--- config.mk ---
export PLATFORM = sky130hd
export DESIGN_NAME = tt_um_unsigned_reconstructor
export DESIGN_NICKNAME = d
export VERILOG_FILES = /design/src/rtl/tt_recon_pkg.sv /design/src/rtl/tt_um_unsigned_reconstructor_core.sv /design/src/rtl/tt_um_unsigned_reconstructor.sv
export SDC_FILE = /design/constraint.sdc
export NUM_CORES = 1
export LEC_CHECK = 0
export BUFFER_PORTS_ARGS = -buffer_cell sky130_fd_sc_hd__buf_2
export CAP_MARGIN = 15
export CORE_UTILIZATION = 25
export DETAILED_ROUTE_END_ITERATION = 10
export SLEW_MARGIN = 20
export SYNTH_ARGS = -nofsm -noshare
export SYNTH_HDL_FRONTEND = slang
export SYNTH_SLANG_ARGS = --single-unit
--- constraint.sdc ---
create_clock -name clk -period 2.9 [get_ports clk]
set_input_delay 0.29 -clock clk [delete_from_list [all_inputs] [get_ports clk]]
set_output_delay 0.29 -clock clk [all_outputs]
set_load 0.01 [all_outputs]
--- src/rtl/tt_recon_pkg.sv ---
// Shared constants and types for the unsigned reconstructor tile.
// Holds the operand/result widths, FSM state encoding and the uio pin map,
// so the top and the shift-add core agree on bit positions.
package tt_recon_pkg;

    localparam int OP_W  = 4;
    localparam int RES_W = 2 * OP_W;
    localparam int CNT_W = $clog2(OP_W);

    localparam logic [7:0] UIO_OE_MASK = 8'hE0;

    localparam int START_BIT = 4;
    localparam int BUSY_BIT  = 5;
    localparam int DONE_BIT  = 6;
    localparam int ERR_BIT   = 7;

    typedef enum logic [1:0] {
        IDLE = 2'd0,
        MUL  = 2'd1,
        ADDR = 2'd2
    } state_t;

endpackage

--- src/rtl/tt_um_unsigned_reconstructor_core.sv ---
// recon_shift_add_core: operand registers, bit counter and accumulator of the
// sequential quotient * divisor multiply (one divisor bit per step).
//   clk, rst_n : clock, asynchronous active-low reset
//   load       : capture q/r/d, clear accumulator and counter
//   step       : add (q << cnt) when d[cnt] is set, advance counter
//   finish     : operation complete; re-arm the counter
//   q_in/r_in/d_in : operands from the pins
//   acc        : product accumulator
//   r_val      : captured remainder, added by the top on completion
//   last       : counter is on the final divisor bit
//   bad        : operands are not a legal divider output (only computed when
//                TT_RECON_CHECK_EN is defined, otherwise constant 0)
module recon_shift_add_core
    import tt_recon_pkg::*;
(
    input  logic             clk,
    input  logic             rst_n,
    input  logic             load,
    input  logic             step,
    input  logic             finish,
    input  logic [OP_W-1:0]  q_in,
    input  logic [OP_W-1:0]  r_in,
    input  logic [OP_W-1:0]  d_in,
    output logic [RES_W-1:0] acc,
    output logic [OP_W-1:0]  r_val,
    output logic             last,
    output logic             bad
);

    logic [OP_W-1:0]  q_reg;
    logic [OP_W-1:0]  d_reg;
    logic [CNT_W-1:0] cnt;

    always_ff @(posedge clk or negedge rst_n) begin
        if (!rst_n) begin
            q_reg <= '0;
            r_val <= '0;
            d_reg <= '0;
            acc   <= '0;
            cnt   <= '0;
        end else if (load) begin
            q_reg <= q_in;
            r_val <= r_in;
            d_reg <= d_in;
            acc   <= '0;
            cnt   <= '0;
        end else if (step) begin
            if (d_reg[cnt]) begin
                acc <= acc + (RES_W'(q_reg) << cnt);
            end
            cnt <= cnt + CNT_W'(1);
        end else if (finish) begin
            cnt <= '0;
        end
    end

    assign last = (cnt == CNT_W'(OP_W - 1));

`ifdef TT_RECON_CHECK_EN
    // A real divider never emits d == 0 or r >= d.
    assign bad = (d_reg == '0) || (r_val >= d_reg);
`else
    assign bad = 1'b0;
`endif

endmodule

--- src/rtl/tt_um_unsigned_reconstructor.sv ---
// tt_um_unsigned_reconstructor: rebuilds dividend = quotient * divisor + remainder
// from the 8-bit divider tile's outputs, using the same Tiny Tapeout pin map.
//   clk, rst_n : clock, asynchronous active-low reset
//   ena        : tile enable; 0 freezes every register
//   ui_in      : {quotient[3:0], remainder[3:0]}
//   uio_in     : [3:0] divisor, [4] start (rising edge), [7:5] unused
//   uo_out     : reconstructed dividend, held until the next completion
//   uio_out    : [5] busy, [6] done (one-cycle pulse), [7] err, [4:0] 0
//   uio_oe     : constant 8'hE0
// Optional macro TT_RECON_CHECK_EN: flags err when operands are not a legal
// divider result; without it err is constant 0.
// Handshake: start is accepted only as a 0->1 pin edge while IDLE and ena=1;
// busy is high from the capture edge to the completion edge, and done pulses
// for one cycle with uo_out/err valid from that same cycle onward.
module tt_um_unsigned_reconstructor
    import tt_recon_pkg::*;
(
    input  logic       clk,
    input  logic       rst_n,
    input  logic       ena,
    input  logic [7:0] ui_in,
    input  logic [7:0] uio_in,
    output logic [7:0] uo_out,
    output logic [7:0] uio_out,
    output logic [7:0] uio_oe
);

    state_t state, state_nxt;

    logic             start_q;
    logic             start_edge;
    logic             load, step, finish;
    logic [RES_W-1:0] acc;
    logic [OP_W-1:0]  r_val;
    logic             last;
    logic             bad;
    logic [RES_W-1:0] uo_q;
    logic             done_q;
    logic             err_q;
    logic             busy;
    logic             unused_pins;

    assign unused_pins = &{1'b0, uio_in[7:5]};

    assign start_edge = uio_in[START_BIT] & ~start_q;

    recon_shift_add_core u_core (
        .clk    (clk),
        .rst_n  (rst_n),
        .load   (load),
        .step   (step),
        .finish (finish),
        .q_in   (ui_in[7:4]),
        .r_in   (ui_in[3:0]),
        .d_in   (uio_in[3:0]),
        .acc    (acc),
        .r_val  (r_val),
        .last   (last),
        .bad    (bad)
    );

    always_ff @(posedge clk or negedge rst_n) begin
        if (!rst_n) begin
            state <= IDLE;
        end else if (ena) begin
            state <= state_nxt;
        end
    end

    // Core strobes are only raised when enabled, so ena=0 freezes the core too.
    always_comb begin
        state_nxt = state;
        load      = 1'b0;
        step      = 1'b0;
        finish    = 1'b0;
        if (ena) begin
            case (state)
                IDLE: begin
                    if (start_edge) begin
                        load      = 1'b1;
                        state_nxt = MUL;
                    end
                end
                MUL: begin
                    step = 1'b1;
                    if (last) begin
                        state_nxt = ADDR;
                    end
                end
                ADDR: begin
                    finish    = 1'b1;
                    state_nxt = IDLE;
                end
                default: state_nxt = IDLE;
            endcase
        end
    end

    always_ff @(posedge clk or negedge rst_n) begin
        if (!rst_n) begin
            start_q <= 1'b0;
            done_q  <= 1'b0;
            uo_q    <= '0;
            err_q   <= 1'b0;
        end else if (ena) begin
            start_q <= uio_in[START_BIT];
            done_q  <= finish;
            if (finish) begin
                // Max 15*15 + 15 = 240 fits in RES_W bits; no wrap possible.
                uo_q  <= acc + RES_W'(r_val);
                err_q <= bad;
            end
        end
    end

    assign busy = (state != IDLE);

    always_comb begin
        uio_out           = '0;
        uio_out[BUSY_BIT] = busy;
        uio_out[DONE_BIT] = done_q;
        uio_out[ERR_BIT]  = err_q;
    end

    assign uo_out = uo_q;
    assign uio_oe = UIO_OE_MASK;

endmodule
=== Word-level counts from Yosys, hierarchy flattened ===
Cells that the tools add are included.

* Register bits after elaboration: 34
* Latch bits: 0
* Memory bits (writable): 0
* ROM bits: 0
* Input bits: 19
* Output and inout port bits: 24
* Logic and storage cells: 47
* Memories: 0

* $add $sub $neg: 3
* Multipliers: 0
* Div/mod/pow operators: 0
* $lt $le $gt $ge: 1
* Equality and inequality tests: 5
* Shifts and indexed selects: 1
* Muxes and demuxes: 18
* Bitwise gates (word level): 2
* Reduce and logical (&&, ||, !) cells: 8

{| class="wikitable"
|+ Operators by type and width
! operator !! number
|-
| $mux W8 || 3
|-
| $mux W2 || 5
|-
| $add A8 B4 Y8 || 1
|-
| $add A8 B8 Y8 || 1
|-
| $mux W1 || 8
|-
| $shl A4 B2 Y8 || 1
|-
| $reduce_bool A2 Y1 || 3
|-
| $eq A2 B2 Y1 const B || 2
|-
| $ne A2 B2 Y1 const B || 2
|-
| $pmux W2 S2 || 1
|-
| $reduce_and A2 Y1 || 2
|-
| $lt A2 B3 Y1 const B || 1
|-
| $reduce_and A3 Y1 || 1
|-
| $reduce_bool A3 Y1 || 1
|-
| $add A2 B1 Y2 const B || 1
|-
| $bmux W1 S2 || 1
|-
| $eq A2 B1 Y1 const B || 1
|-
| $logic_not A2 Y1 || 1
|-
| $and A1 B1 Y1 || 1
|-
| $not A1 Y1 || 1
|}

=== Depth between registers and ports, before layout ===
* Depth in word-level cells: 7
* Gate-level depth with buffers: 10

=== Modules after synthesis ===
A second synthesis with hierarchy kept.

* Cell total of the unflattened synthesis: 212
* Area, all modules: 2,172.1 µm²

{| class="wikitable"
|+ By module, submodules not included
! module !! times used !! cells an instance !! area each (µm²)
|-
| recon_shift_add_core || 1 || 111 || 1,271.2
|-
| tt_um_unsigned_reconstructor || 1 || 101 || 900.9
|}

=== Worst setup path after synthesis ===
OpenSTA, ideal clock, no wires.

* Path kind: flip-flop to flip-flop
* Start point: register u_core.cnt[1]
* End point: register u_core.acc[7]
* Library setup time: 77 ps
* Arrival time: 2,218 ps
* Setup slack: 605 ps
* Stages on the path, launching flop included: 11
* Buffers on the path: 1
* Clock period less this slack: 2,295 ps
* Cells stage by stage: dfrtp_1 clkbuf_1 mux2_2 nor2_1 a21oi_1 ha_1 o21ai_0 o21ai_0 a31oi_1 or3_1 a21oi_1

* Cells in the longest elaborated chain, start to end: 5
* Elaborated cells between the ends (all ways): 9
* Classes of those cells: 1 x add/sub; 1 x shift; 5 x mux; 2 x reduce/logical

{| class="wikitable"
|+ RTL lines
! item !! line !! RTL
|-
| from (decl) || tt_um_unsigned_reconstructor_core.sv:32 || <nowiki>logic [CNT_W-1:0] cnt;</nowiki>
|-
| from (signal assigned) || tt_um_unsigned_reconstructor_core.sv:51 || <nowiki>cnt <= cnt + CNT_W'(1);</nowiki>
|-
| $shl A4 B2 Y8 || tt_um_unsigned_reconstructor_core.sv:49 || <nowiki>acc <= acc + (RES_W'(q_reg) << cnt);</nowiki>
|-
| $add A8 B8 Y8 || tt_um_unsigned_reconstructor_core.sv:49 ||
|-
| $mux W8 || tt_um_unsigned_reconstructor_core.sv:48 || <nowiki>if (d_reg[cnt]) begin</nowiki>
|-
| $mux W8 || tt_um_unsigned_reconstructor_core.sv:47 || <nowiki>end else if (step) begin</nowiki>
|-
| $mux W8 || tt_um_unsigned_reconstructor_core.sv:41 || <nowiki>end else if (load) begin</nowiki>
|-
| to (signal assigned) || tt_um_unsigned_reconstructor_core.sv:49 ||
|-
| to (decl) || tt_um_unsigned_reconstructor_core.sv:24 || <nowiki>output logic [RES_W-1:0] acc,</nowiki>
|}

Several ways; a longest one is shown, not always the timed one. The select of a mux whose other input is x is not followed.
A chain may end at the register's enable or synchronous reset.

=== Final worst setup path ===
Same ends and word-level chain as after synthesis.

==> flow_summary.yaml <==
outcome:
  status: "finished, final reports clean"
synthesis:
  synth_warnings: 0
  postSynthAreaPerCell_um2: 9.19
  yosysMostFrequentCell: "nand2_1"
  synth_seq_cells: 34
  seq_area_frac_synth_pct: 41.9
  async_reset_ff_share_pct: 100
  synth_area_um2: 2030
  synth_top_area_cell: "dfrtp_1"
  ys.flop_type: "dfrtp_1"
  synth_cell_types: 34
  synth_top_area_share_pct: 41.9
  netlist_top_cells_count: "nand2_1, dfrtp_1, o21ai_0"
  synth_edf_count: 0
  synth_cells: 221
  yosys-top-cells-area: "dfrtp_1, nand2_1, ha_1"
routing:
  wire_per_inst_um: 11.3
  drc: 0
  wl_um: 3880
  drt_pre_antenna_iters: 4
  num_vias: 1469
  avgViaCountPerCell: 4.26
  ant_nets: 0
  initialDrtViolationCount: 55
power:
  p_per_area_nw_per_um2: 972
  p_clk_share_pct: 18.5
  swShare_pct: 39.0
  seqPwrFrac_pct: 38.4
  power.total_uw: 2220
  p_sw_uw: 867
  p_leak_uw: 0.00116
  power_frac_comb_pct: 43.1
  peakVddDrop_uv: 229
  internal_power_uw: 1350
timing:
  fin_ws_ps: 441
  final-hold-violation-count: 0
  clock.fmax_ghz: 0.407
  timing.final.crit_share_pct: 84.8
  setup_viol_count_final: 0
  finalCriticalPeriod_ps: 2460
  finalSetupTns_ps: 0
  hold_slack_ps: 75.3
  clock_skew_ps: 5.72
  slew_violations: 0
  worst_pin_slew_ps: 766
  maxSlewHeadroom_pct: 48.9
  rsz0062_at_grt: "no"
clock_tree:
  clock_latency_ps: 280
  clockBufferDepth: 2
  cts_buffers: 5
  cts.repair.resized: 0
  cts_setup_buffers: 0
  hold_buffers: 0
  cts_tree: "built"
  htreeDepth: 2
  cts.sinks: 34
  cts.clk_slew.worst_paths_ps: 70
  clockRootBuffer: "clkbuf_8"
global_routing:
  grt_pass1_wl_um: 6690
  grt_start_max_net_pins: 35
  overflow: 0
  antenna_found_initial: 0
  grt.total_usage_pct: 9.86
  grt_pass1_vias: 1487
critical_path:
  r2r-start: "u_core.cnt[1]$_DFFE_PN0P_"
  cp.required_ps: 3100
  critPathMaxFanout: 12
  cp_data_arrival_time_ps: 2660
  critPathCaptureType: "flop"
  rrSetupSlack_ps: 440
  ff2ff_path_depth: 9
  worstPathCellList: "mux2_2 > nor2_1 > a21oi_1 > ha_1 > o21ai_0 > o21ai_0 > a31oi_1 > or3_1 > a21oi_1"
  crit_path_top_delay_cell: "dfrtp_1"
  worstSetupStartpointType: "flop"
  crit_path_start: "u_core.cnt[1]$_DFFE_PN0P_"
  critical_path_class: "reg2reg"
  max_stage_delay_ps: 560
  timing.rr.end: "u_core.acc[7]$_DFFE_PN0P_"
placed_design:
  preCtsSetupSlack_ps: 447
  io_buffers: 25
  dp_cells: 337
  place_hpwl_um: 2860
  gp_congestion: 0.808
floorplanning:
  rows: 32
  coreArea_um2: 7810
  die-height_um: 92.1
  start_util_pct: 26.0
  ios: 43
  die_w_um: 92.1
  dieArea_um2: 8490
final_layout:
  drive_gt1_share_pct: 16.0
  synthToLayoutAreaGrowth_pct: 12.6
  fin_cells: 345
  insertedDiodeCount: 0
  fin_nets: 275
job:
  maxCapViolCount: 0
min_path:
  hp-class: "in2async"
[logic make-up after synthesis]
family                     Yosys count  share of synthesized area [%]
muxes                               12                           6.78
adders and majority gates           14                           9.37
buffers and inverters               26                           8.07
AOI/OAI and AO/OA                   41                           11.8
DFF                                 34                           41.9
other                                2                          0.370
and+or+nand+nor                     81                           16.9
xor gates and xnor gates            11                           4.74
[worst max path at each step]
stage / cells past startpoint / endpoint / slack, ps
2_1_floorplan: 10 / u_core.acc[7]$_DFFE_PN0P_ / 600
6_report: 9 / u_core.acc[7]$_DFFE_PN0P_ / 440
3_3_place_gp: 9 / u_core.acc[7]$_DFFE_PN0P_ / 560
3_5_place_dp: 9 / u_core.acc[7]$_DFFE_PN0P_ / 450
4_1_cts: 9 / u_core.acc[7]$_DFFE_PN0P_ / 450
5_1_grt: 9 / u_core.acc[7]$_DFFE_PN0P_ / 260
[power groups by stage]
| stage | clock, µW | combinational, µW | sequential (µW) |
|---|---|---|---|
| finish | 412 | 957 | 852 |
| global route | 440 | 1110 | 890 |
| CTS | 427 | 969 | 854 |
| detailed placement | 0 | 958 | 865 |
| global placement | 0 | 930 | 852 |
| floorplan | 0 | 810 | 806 |
[through the flow]
stage,util (%),instance area (µm²)
floorplan,-,2080
global placement,27.9,2180
detailed placement,27.9,2180
CTS,29.3,2290
global route,29.3,2290
finish,29.3,2290
[per-layer routing]
| metal | up-vias | track usage [%] | share of wire, % |
|---|---|---|---|
| li1 | 765 | - | - |
| met1 | 661 | 12.2 | 48 |
| met2 | 38 | 15.9 | 46 |
| met3 | 5 | 3.23 | 5.6 |
| met4 | 0 | 3.65 | 1.2 |
| met5 | - | 0 | 0 |
[cell usage in the layout (no fill, tap or decap), types with 2 or more instances in the layout]
cell      count
nand3b_1      2
nand3_1       4
mux2_2        4
clkbuf_8      8
xnor2_1       6
fa_1          2
nor2_1       11
buf_2        25
mux2i_1       7
nor2b_1       2
ha_1         12
a21oi_1      10
nand2_1      52
conb_1       14
a32o_1        2
xor2_1        5
o21bai_1      3
a21o_1        3
nor3_1        3
dfrtp_1      34
a211oi_1      2
inv_1         3
o21ai_0      19
[worst max-delay path, delay by kind of cell, from the launching register on]
| kind | cells | cell delay, ps |
|---|---|---|
| AO/OA/AOI/OAI | 5 | 660 |
| flip-flops | 1 | 560 |
| AND/OR/NAND/NOR | 2 | 410 |
| multiplexers | 1 | 390 |
| adder cells (fa/ha/maj) | 1 | 360 |
[layout make-up]
type / count / area, µm²
repair buffers: 25 / 125
multi-input cells: 173 / 1060
inverters: 3 / 11.3
fillers: 839 / 5520
well taps: 102 / 128
clock buffers: 8 / 110
flip-flops and latches: 34 / 851
Power figures use the tool's default switching activity.
